File: config.mk
export PLATFORM = sky130hd
export DESIGN_NAME = scs8hd_o21a_bist_ctl_flat
export DESIGN_NICKNAME = d
export VERILOG_FILES = /design/src/rtl/scs8hd_o21a_bist_ctl_if.sv /design/src/rtl/scs8hd_o21a_bist_ctl.sv /design/src/flat_wrapper.sv
export SDC_FILE = /design/constraint.sdc
export NUM_CORES = 1
export LEC_CHECK = 0
export CELL_PAD_IN_SITES_DETAIL_PLACEMENT = 0
export CELL_PAD_IN_SITES_GLOBAL_PLACEMENT = 1
export CORE_MARGIN = 3
export CORE_UTILIZATION = 41
export DETAILED_ROUTE_END_ITERATION = 7
export DONT_BUFFER_PORTS = 1
export HOLD_SLACK_MARGIN = 0.08
export PLACE_DENSITY = 0.69
export SETUP_SLACK_MARGIN = 0.05
export SLEW_MARGIN = 20
export SYNTH_ARGS = -nofsm -noshare
export SYNTH_HDL_FRONTEND = slang
export SYNTH_SLANG_ARGS = --single-unit
File: constraint.sdc
create_clock -name CLK -period 2.05 [get_ports CLK]
set_input_delay 0 -clock CLK [delete_from_list [all_inputs] [get_ports CLK]]
set_output_delay 0 -clock CLK [all_outputs]
set_load 0.02 [all_outputs]
File: src/rtl/scs8hd_o21a_bist_ctl_if.sv
// scs8hd_o21a_bist_ctl_if: run control, cell stimulus/observe and result signals of the o21a BIST controller
interface scs8hd_o21a_bist_ctl_if;
    logic       START;
    logic       ABORT;
    logic       X_OBS;
    logic       A1;
    logic       A2;
    logic       B1;
    logic       BUSY;
    logic       DONE;
    logic       PASS;
    logic [3:0] ERR_CNT;
    logic [2:0] FAIL_VEC;
    modport master (
        output START, ABORT, X_OBS,
        input  A1, A2, B1, BUSY, DONE, PASS, ERR_CNT, FAIL_VEC
    );
    modport slave (
        input  START, ABORT, X_OBS,
        output A1, A2, B1, BUSY, DONE, PASS, ERR_CNT, FAIL_VEC
    );
endinterface

File: src/rtl/scs8hd_o21a_bist_ctl.sv
// scs8hd_o21a_bist_ctl: walks the 8 input vectors of an o21a cell, compares X against (A1|A2)&B1, reports pass/fail
module scs8hd_o21a_bist_ctl #(
    parameter int SETTLE_CYCLES = 2
) (
    input logic                   CLK,
    input logic                   RESET,
    scs8hd_o21a_bist_ctl_if.slave bus
);
    localparam logic [3:0] SETTLE_LD = 4'(SETTLE_CYCLES);
    typedef enum logic [1:0] {IDLE, SETTLE, SAMPLE, FINISH} state_t;
    state_t     state, state_n;
    logic [2:0] idx, idx_n, stim_n;
    logic [3:0] cnt, err_n;
    logic       start_ok, hit, busy_n, done_n;
    assign start_ok = state == IDLE && bus.START;
    // ABORT discards the compare of the cycle it arrives in
    assign hit   = state == SAMPLE && !bus.ABORT && bus.X_OBS != ((idx[2] | idx[1]) & idx[0]);
    assign err_n = bus.ERR_CNT + {3'd0, hit};
    always_ff @(posedge CLK) begin
        if (RESET) begin
            state        <= IDLE;
            idx          <= 3'd0;
            cnt          <= 4'd0;
            bus.BUSY     <= 1'b0;
            bus.DONE     <= 1'b0;
            bus.PASS     <= 1'b0;
            bus.ERR_CNT  <= 4'd0;
            bus.FAIL_VEC <= 3'd0;
            {bus.A1, bus.A2, bus.B1} <= 3'd0;
        end else begin
            state    <= state_n;
            idx      <= idx_n;
            bus.BUSY <= busy_n;
            bus.DONE <= done_n;
            {bus.A1, bus.A2, bus.B1} <= stim_n;
            if (start_ok || (state == SAMPLE && state_n == SETTLE))
                cnt <= SETTLE_LD;
            else if (state == SETTLE)
                cnt <= cnt - 4'd1;
            if (start_ok) begin
                bus.ERR_CNT  <= 4'd0;
                bus.FAIL_VEC <= 3'd0;
                bus.PASS     <= 1'b0;
            end else begin
                bus.ERR_CNT <= err_n;
                if (hit && bus.ERR_CNT == 4'd0)
                    bus.FAIL_VEC <= idx;
                if (state_n == FINISH)
                    bus.PASS <= err_n == 4'd0;
            end
        end
    end
    always_comb begin
        state_n = state;
        idx_n   = idx;
        case (state)
            IDLE: begin
                state_n = bus.START ? SETTLE : IDLE;
                idx_n   = 3'd0;
            end
            SETTLE: state_n = bus.ABORT ? IDLE : (cnt == 4'd1) ? SAMPLE : SETTLE;
            SAMPLE: begin
                state_n = bus.ABORT ? IDLE : (idx == 3'd7) ? FINISH : SETTLE;
                idx_n   = (state_n == SETTLE) ? idx + 3'd1 : idx;
            end
            default: state_n = IDLE;
        endcase
    end
    // outputs are registered from the next-state view so they line up with the state
    always_comb begin
        busy_n = state_n == SETTLE || state_n == SAMPLE;
        done_n = state_n == FINISH;
        stim_n = busy_n ? idx_n : 3'd0;
    end
endmodule

File: src/flat_wrapper.sv
// flat-port wrapper written by rule: the top's interface ports become plain ports
module scs8hd_o21a_bist_ctl_flat 
#(
    parameter int SETTLE_CYCLES = 2
)
  (CLK, RESET, bus_START, bus_ABORT, bus_X_OBS, bus_A1, bus_A2, bus_B1, bus_BUSY, bus_DONE, bus_PASS, bus_ERR_CNT, bus_FAIL_VEC);
  scs8hd_o21a_bist_ctl_if bus_i ();
  input logic CLK;
  input logic RESET;
  input wire logic [$bits(bus_i.START)-1:0] bus_START;
  input wire logic [$bits(bus_i.ABORT)-1:0] bus_ABORT;
  input wire logic [$bits(bus_i.X_OBS)-1:0] bus_X_OBS;
  output wire logic [$bits(bus_i.A1)-1:0] bus_A1;
  output wire logic [$bits(bus_i.A2)-1:0] bus_A2;
  output wire logic [$bits(bus_i.B1)-1:0] bus_B1;
  output wire logic [$bits(bus_i.BUSY)-1:0] bus_BUSY;
  output wire logic [$bits(bus_i.DONE)-1:0] bus_DONE;
  output wire logic [$bits(bus_i.PASS)-1:0] bus_PASS;
  output wire logic [$bits(bus_i.ERR_CNT)-1:0] bus_ERR_CNT;
  output wire logic [$bits(bus_i.FAIL_VEC)-1:0] bus_FAIL_VEC;
  assign bus_i.START = bus_START;
  assign bus_i.ABORT = bus_ABORT;
  assign bus_i.X_OBS = bus_X_OBS;
  assign bus_A1 = bus_i.A1;
  assign bus_A2 = bus_i.A2;
  assign bus_B1 = bus_i.B1;
  assign bus_BUSY = bus_i.BUSY;
  assign bus_DONE = bus_i.DONE;
  assign bus_PASS = bus_i.PASS;
  assign bus_ERR_CNT = bus_i.ERR_CNT;
  assign bus_FAIL_VEC = bus_i.FAIL_VEC;
  scs8hd_o21a_bist_ctl #(.SETTLE_CYCLES(SETTLE_CYCLES)) u_core (.CLK(CLK), .RESET(RESET), .bus(bus_i));
endmodule
==> results of run 1 <==
area by class of cell:
type | instances | area (um^2)
well taps | 28 | 35.0
repair buffers | 6 | 52.6
fillers | 220 | 1120
multi-input cells | 79 | 616
clock buffers | 3 | 22.5
inverters | 3 | 11.3
flip-flops and latches | 22 | 443
registers in the layout, summed over array words and instances (netlist names):
name                 count
u_core.state             2
u_core.bus.FAIL_VEC      3
u_core.bus.A1            1
u_core.bus.A2            1
u_core.bus.BUSY          1
u_core.bus.ERR_CNT       4
u_core.bus.DONE          1
u_core.cnt               4
u_core.idx               3
u_core.bus.B1            1
u_core.bus.PASS          1
final timing paths:
| check | start | endpoint | cells past startpoint | slack, ns |
|---|---|---|---|---|
| max | u_core.cnt[1]$_SDFFE_PP0P_ | u_core.cnt[3]$_SDFFE_PP0P_ | 10 | 0.14 |
| max reg2reg | u_core.cnt[1]$_SDFFE_PP0P_ | u_core.cnt[3]$_SDFFE_PP0P_ | 10 | 0.14 |
| min reg2reg | u_core.idx[1]$_SDFF_PP0_ | u_core.bus.FAIL_VEC[1]$_SDFFE_PP0P_ | 2 | 0.51 |
| min | bus_ABORT | u_core.state[0]$_SDFF_PP0_ | 3 | 0.15 |
critical path, cell delays in order (launching register included):
cell and delay, ns:
dfxtp_2 0.35, inv_2 0.07, ha_4 0.12, nor3b_4 0.19, nor3_2 0.07, or3_4 0.41, ha_4 0.18, nand2_4 0.06
o21ai_1 0.05, mux2_4 0.27, nor2_1 0.09
metal layers:
layer  share of wire (%)  routed length (um)
met2                  49                 899
met5                   0                   0
met4                 1.1                  20
met3                 3.2                  59
met1                  46                 842
synth_stat cells, types with 3 or more instances:
cell type   n
nor2b_1     4
nor3_1      8
a21oi_1     3
nor2_1     11
dfxtp_1    22
ha_1        8
nand2b_1    4
nand2_1     9
inv_1       3
mux2i_1     5
stage by stage:
stage / utilization, % / setup WS [ns] / power (uW) / hold WS, ns / instances
floorplan: - / 0.160 / 504 / 0.0716 / 108
global placement: 46.1 / 0.0848 / 514 / 0.0726 / 134
detailed placement: 46.1 / 0.0145 / 514 / 0.0723 / 134
CTS: 48.6 / 0.0688 / 719 / 0.136 / 140
global route: 51.4 / 0.0456 / 767 / 0.131 / 141
finish: 51.4 / 0.140 / 722 / 0.146 / 141
cell families (layout without fill, tap and decap cells):
kind of cell	Yosys count	after routing
AO/OA/AOI/OAI	12	12
adder cells (fa/ha/maj)	8	8
XOR/XNOR	3	3
multiplexers	6	6
AND/OR/NAND/NOR	50	50
buffers and inverters	7	12
flip-flops	22	22
power groups by stage:
stage,clock network (uW),registers (uW),logic (uW)
floorplan,0,452,52.2
finish,188,449,85.6
detailed placement,0,456,58.3
global route,221,450,96.0
global placement,0,456,58.0
CTS,203,447,69.3
timing repair:
item,in CTS,in global routing
setup endpoints to repair,1,3
setup buffers,0,1
pin swaps,0,4
endpoints found under the hold margin,22,0
hold buffers,3,0
resized for setup,1,14
==> results.cfg, run 1 <==
[status]
status = completed

[worst_setup_path]
cp_max_fo = 3
crit_type = reg -> reg
crit_path_start_kind = flip-flop
critPathArrivalTime_ns = 2.15
cp-end-kind = flip-flop
worst-endpoint-required_ns = 2.29

[pwr]
sw_frac_of_total_pct = 24.2
powerDensity_mw_per_mm2 = 612
seqPwrFrac_pct = 62.1
peakVddDrop_mv = 0.481
p_leak_uw = 0.000454
clockPowerShare_pct = 26.0
p_sw_uw = 174
combPwrFrac_pct = 11.8
internal_power_uw = 548

[sta]
setup_viol = 0
worst_slew_pin_slew_ns = 0.505
max_slew_margin_pct = 66.2
tns_ns = 0
final.setup_skew_ns = 0.00612
timing.final.crit_share_pct = 93.2
fmax_ghz = 0.523
rsz0062_at_grt = yes
final.min_clock_period_ns = 1.91
final-hold-violation-count = 0
finalMaxSlewViolations = 0

[clocking]
cts_buffers = 3
clkLatencyLatePin_ns = 0.30
cts_root_buffer = clkbuf_4
cts_num_sinks = 22
clockBufferDepth = 2
clkTransAtPathRegs_ns = 0.12
cts_tree = yes
htree_levels = 1

[finish]
areaGrowthSynthToFinish_pct = 14.2
insertedDiodeCount = 0
layout_common_cells = dfxtp_1, nor2_1, nand2_1
postLayoutCellArea_mm2 = 0.00118
nNetsFinal = 128
final_common_cell = dfxtp_1
final_layout_size_suffix_gt1_share_pct = 19.5

[grt]
grt_pass1_wl_um = 3280
grt.total_usage_pct = 13.2
grt_max_degree = 14
antenna_found_initial = 0
grt_pass1_vias = 727
gr-usage-met1_pct = 17.0
met3_usage_pct = 3.94
grt.overflow.total = 0
met2_usage_pct = 20.0
top_usage_layer = met2

[placed_design]
postPlaceCellArea_mm2 = 0.00106
numPortBuffers = 0
place_congestion = 0.756
place_hpwl_um = 1390

[detailed_routing]
vias = 741
ant_nets = 0
avgRoutedWirePerCell_um = 12.9
drt_iter0_drc = 10
vias_per_cell = 5.26
drc = 0
routed_wl_um = 1820
first_pass_iters = 2

[synthesis]
synth-seq-area-share_pct = 42.6
synthXorXnorAreaFrac_pct = 2.54
async_flop_share_pct = 0
syn-mean-instance-area_um2 = 9.57
synthAdderAreaFrac_pct = 9.69
synth.mux.area_fraction_pct = 5.93
synth-compound-area-share_pct = 7.51
yosys.area_share.simple_pct = 28.3
synthDistinctLibCells = 36
synth_top_family_by_area = simple AND/OR/NAND/NOR gates
synth_nets = 121
yosysTopAreaCell = dfxtp_1
synth_edf_count = 0
ys.flop_type = dfxtp_1
synthCells = 108
synth-seq-cells = 22
synthTopCellsByArea = dfxtp_1, ha_1, mux2i_1, nor2_1, nor3_1
netlist_area_mm2 = 0.00103
ys_warn_count = 0
synth_top_area_share_pct = 42.6

[die]
core_mm2 = 0.00230
dieArea_mm2 = 0.00316
rows = 17
initial_core_util_pct = 45.0
fp.dieH_um = 56.2
fp.dieW_um = 56.2
num_io_pins = 18

[flow_run]
drv_cap = 0

[min_path]
hp-class = in -> reg
Power figures use the tool's default switching activity.
==> inputs of run 2 (changes only) <==
Settings changed: PLACE_DENSITY 0.69 to 0.74.
==> run 2 against run 1 <==
Net effect:
- clock power rose by 26%
- via count rose by 0.94%
- first-iteration DRC count rose by 80%
- clock skew rose by 0.0015 ns
- register-to-register slack barely moved
- die area did not move
- worst hold slack got worse by 0.0086 ns
- largest cell class unchanged
==> results.cfg, run 2 (synthesis gave the netlist of run 1 again) <==
[clocking]
clkLatencyLatePin_ns = 0.31
clockBufferDepth = 2
cts_tree = yes
clkTransAtPathRegs_ns = 0.12
cts_buffers = 3
htree_levels = 1
cts_num_sinks = 22
cts_root_buffer = clkbuf_4

[grt]
grt.overflow.total = 0
grt_pass1_vias = 738
antenna_found_initial = 0
grt_max_degree = 14
grt_pass1_wl_um = 3170
grt.total_usage_pct = 12.8

[detailed_routing]
route.met3.wl_um = 67
routed-wl-met2_um = 932
vias_per_cell = 5.19
vias = 748
first_pass_iters = 3
dr.max_layer_used = met4
routed_wl_um = 1880
drc = 0
wl_met1_um = 860
ant_nets = 0
avgRoutedWirePerCell_um = 13.1
drt_iter0_drc = 18

[finish]
fillers = 223
nNetsFinal = 130
final_layout_size_suffix_gt1_share_pct = 22.4
final_util_pct = 52.7
insertedDiodeCount = 0
reg.largest.list = u_core.bus.ERR_CNT (4), u_core.cnt (4)
layout_common_cells = dfxtp_1, nor2_1, nand2_1
areaGrowthSynthToFinish_pct = 17.2
final_common_cell = dfxtp_1

[min_path]
hp-class = in -> reg

[worst_setup_path]
crit_chain = inv_2 -> ha_4 -> nor3b_4 -> nor3_2 -> or3_4 -> ha_4 -> nand2_4 -> o21ai_0 -> mux2_4 -> nor2_2
cp-end-kind = flip-flop
crit_type = reg -> reg
worst-endpoint-required_ns = 2.31
cp_max_fo = 3
critPathMaxStageDelay_ns = 0.39
crit_family = simple AND/OR/NAND/NOR gates
crit_path_start_kind = flip-flop
critPathArrivalTime_ns = 2.17
critPathBufInv = 1
path_common_cell = ha_4
cp_slowest_cell = or3_4

[pwr]
powerDensity_mw_per_mm2 = 639
p_sw_uw = 183
combPwrFrac_pct = 11.5
clockPowerShare_pct = 30.5
seqPwrFrac_pct = 58.0
internal_power_uw = 590
sw_frac_of_total_pct = 23.7
peakVddDrop_mv = 0.392
p_leak_uw = 0.000471

[sta]
worst_slew_pin_slew_ns = 0.499
final-hold-violation-count = 0
final.setup_skew_ns = 0.00766
timing.final.crit_share_pct = 93.5
finalMaxSlewViolations = 0
max_slew_margin_pct = 66.6
fmax_ghz = 0.522
tns_ns = 0
final.min_clock_period_ns = 1.92
setup_viol = 0
rsz0062_at_grt = no

[flow_run]
drv_cap = 0

[die]
core_mm2 = 0.00230
fp.dieH_um = 56.2
num_io_pins = 18
initial_core_util_pct = 45.0
dieArea_mm2 = 0.00316
fp.dieW_um = 56.2
rows = 17

[status]
status = completed

[placed_design]
place_congestion = 0.808
place_hpwl_um = 1360
numPortBuffers = 0
[run 2: cell types whose count changed in the layout (fill, tap and decap cells not counted), sizes merged]
cell	delta
clkbuf	+1
buf	+2
[run 2: area by class of cell]
cell class / instances / area [um^2] / share of cell area [%]
multi-input combinational: 79 / 618 / 51.0
sequential: 22 / 443 / 36.6
timing repair buffer: 8 / 67.6 / 5.58
clock buffer: 4 / 36.3 / 3.00
tap: 28 / 35.0 / 2.89
inverter: 3 / 11.3 / 0.930
[run 2: path summary, 6_finish.rpt]
path                                   start                                   to  slack [ns]  cells after the start
setup / recovery  u_core.cnt[1]$_SDFFE_PP0P_           u_core.cnt[3]$_SDFFE_PP0P_        0.13                     10
hold / removal                     bus_ABORT     u_core.bus.ERR_CNT[0]$_SDFF_PP0_        0.14                      3
setup reg to reg  u_core.cnt[1]$_SDFFE_PP0P_           u_core.cnt[3]$_SDFFE_PP0P_        0.13                     10
hold reg to reg     u_core.idx[1]$_SDFF_PP0_  u_core.bus.FAIL_VEC[1]$_SDFFE_PP0P_        0.52                      2
[run 2: worst reg2reg max path, cell delays in order (launching register included)]
cell     delay [ns]
dfxtp_2        0.35
inv_2          0.07
ha_4           0.12
nor3b_4        0.19
nor3_2         0.07
or3_4          0.39
ha_4           0.18
nand2_4        0.06
o21ai_0        0.07
mux2_4         0.28
nor2_2         0.10
[run 2: what timing repair did]
action	CTS	global route
endpoints found under the setup margin	1	4
setup buffers	1	1
gates resized for setup	1	14
hold buffers	3	0
pin swaps	1	4
endpoints found under the hold margin	22	0
gates cloned	0	0
[run 2: metal layers]
| metal | up-vias | global-route usage [%] |
|---|---|---|
| li1 | 385 | - |
| met1 | 348 | 14.3 |
| met2 | 13 | 21.9 |
| met3 | 2 | 4.87 |
| met4 | 0 | 5.08 |
| met5 | - | 0 |
[run 2: through the flow]
stage	instance area (um^2)	instances	power [uW]	hold WS (ns)	setup WS, ns
finish	1210	144	773	0.137	0.134
CTS	1150	143	770	0.130	0.0601
global route	1210	144	818	0.158	0.00161
floorplan	1030	108	504	0.0716	0.160
detailed placement	1070	135	515	0.0766	0.0129
global placement	1070	135	515	0.0732	0.0757
[run 2: power groups by stage]
stage          Sequential (uW)  Combinational (uW)  Clock, uW
5_1_grt                    451                99.7        267
4_1_cts                    446                73.1        250
6_report                   448                89.1        236
3_3_place_gp               456                59.0          0
2_1_floorplan              452                52.2          0
3_5_place_dp               456                59.6          0
==> inputs of run 3 (changes only) <==
Settings changed: PLACE_DENSITY 0.74 to not set, PLACE_DENSITY_LB_ADDON set to 0.08.
==> run 3 against run 2 <==
Net effect:
- core utilization fell by 1.6 points
- clock-buffer cell count unchanged
- clock skew is 0.0021 ns lower
- total power is 1.7% lower
- final cell count down 0.69%
==> results.cfg, run 3 (synthesis gave the netlist of run 1 again) <==
[sta]
tns_ns = 0
fmax_ghz = 0.507
final.setup_skew_ns = 0.00555
final.min_clock_period_ns = 1.97
timing.final.crit_share_pct = 96.2
max_slew_margin_pct = 65.4
rsz0062_at_grt = yes
setup_viol = 0
final-hold-violation-count = 0
worst_slew_pin_slew_ns = 0.518
finalMaxSlewViolations = 0

[clocking]
clockBufferDepth = 2
cts_num_sinks = 22
cts_buffers = 3
cts_root_buffer = clkbuf_4
cts_tree = yes
clkTransAtPathRegs_ns = 0.12
clkLatencyLatePin_ns = 0.30
htree_levels = 1

[grt]
top_usage_layer = met2
antenna_found_initial = 0
grt_pass1_wl_um = 3230
grt_max_degree = 14
gr-usage-met1_pct = 14.9
grt.total_usage_pct = 12.6
met3_usage_pct = 3.25
grt.overflow.total = 0
met2_usage_pct = 22.0
grt_pass1_vias = 744

[placed_design]
place_hpwl_um = 1390
numPortBuffers = 0
place_congestion = 0.789
postPlaceCellArea_mm2 = 0.00106

[pwr]
combPwrFrac_pct = 10.0
peakVddDrop_mv = 0.417
p_sw_uw = 179
internal_power_uw = 581
clockPowerShare_pct = 31.1
powerDensity_mw_per_mm2 = 648
seqPwrFrac_pct = 58.9
p_leak_uw = 0.000453
sw_frac_of_total_pct = 23.6

[worst_setup_path]
worst-endpoint-required_ns = 2.29
worst-path-stages = 10
critPathMaxStageDelay_ns = 0.41
crit_chain = inv_2 -> ha_2 -> nor3b_4 -> nor3_1 -> or3_1 -> ha_2 -> nand2_2 -> o21ai_0 -> mux2_4 -> nor2_1
critPathBufInv = 1
crit_family = simple AND/OR/NAND/NOR gates
crit_path_start_kind = flip-flop
cp_slowest_cell = or3_1
cp_max_fo = 3
critPathArrivalTime_ns = 2.22
cp-end-kind = flip-flop
reg2regPathDepth = 10
crit_type = reg -> reg
path_common_cell = ha_2

[finish]
fillers = 244
nNetsFinal = 129
insertedDiodeCount = 0
regArea_um2 = 442
postLayoutCellArea_mm2 = 0.00117
multi_input_area_um2 = 587
reg.largest.list = u_core.bus.ERR_CNT (4), u_core.cnt (4)
areaGrowthSynthToFinish_pct = 13.6
final_layout_size_suffix_gt1_share_pct = 17.4
final_common_cell = dfxtp_1
layout_common_cells = dfxtp_1, nor2_1, nor3_1, nand2_1, ha_1

[min_path]
hp-class = in -> reg
holdPathStages = 3

[die]
dieArea_mm2 = 0.00316
rows = 17
initial_core_util_pct = 45.0
num_io_pins = 18
fp.dieW_um = 56.2
fp.dieH_um = 56.2
core_mm2 = 0.00230

[detailed_routing]
routed_wl_um = 1890
vias = 771
drt_iter0_drc = 9
vias_per_cell = 5.39
drc = 0
avgRoutedWirePerCell_um = 13.2
first_pass_iters = 4
ant_nets = 0

[status]
status = completed

[flow_run]
drv_cap = 0
-- run 3: final cells by class --
type / instances / area share (%)
clock buffer: 4 / 3.09
timing repair buffer: 7 / 5.33
multi-input combinational: 79 / 50.0
inverter: 3 / 0.959
sequential: 22 / 37.6
tap: 28 / 2.99
-- run 3: through the flow --
step / hold slack, ns / power [uW] / cells / util [%] / worst slack [ns]
after global routing: 0.158 / 799 / 143 / 51.1 / -0.0109
after floorplan: 0.0716 / 504 / 108 / - / 0.160
final: 0.141 / 760 / 143 / 51.1 / 0.0788
after global placement: 0.0732 / 515 / 134 / 46.1 / 0.0608
after CTS: 0.124 / 770 / 142 / 49.7 / 0.0614
after detailed placement: 0.0742 / 514 / 134 / 46.1 / 0.0199
-- run 3: worst paths after layout --
kind,startpoint,end,slack (ns)
max reg2reg,u_core.cnt[1]$_SDFFE_PP0P_,u_core.cnt[3]$_SDFFE_PP0P_,0.08
min reg2reg,u_core.idx[1]$_SDFF_PP0_,u_core.bus.FAIL_VEC[1]$_SDFFE_PP0P_,0.52
max,u_core.cnt[1]$_SDFFE_PP0P_,u_core.cnt[3]$_SDFFE_PP0P_,0.08
min,bus_ABORT,u_core.bus.ERR_CNT[0]$_SDFF_PP0_,0.14
-- run 3: routing by layer --
layer	up-vias	part of all wire, %	wire (um)
met5	-	0	0
met4	0	0.90	17
met3	2	3.7	69
met2	13	52	978
met1	370	44	824
li1	386	-	-
-- run 3: timing repair --
action | in CTS | in global routing
buffers inserted | 0 | 1
gates resized for setup | 1 | 8
endpoints found under the setup margin | 1 | 3
endpoints found under the hold margin | 22 | 0
pin swaps | 0 | 1
hold buffers | 4 | 0
-- run 3: power groups by stage --
stage | clock network [uW] | registers, uW | logic [uW]
after floorplan | 0 | 452 | 52.2
after global placement | 0 | 456 | 59.0
after detailed placement | 0 | 456 | 58.7
after CTS | 254 | 446 | 69.6
after global routing | 265 | 449 | 85.1
final | 236 | 448 | 76.4
-- run 3: tightest hold or removal path: stages --
cell and delay, ns:
nor3_1 0.03, ha_1 0.28, and2_1 0.11
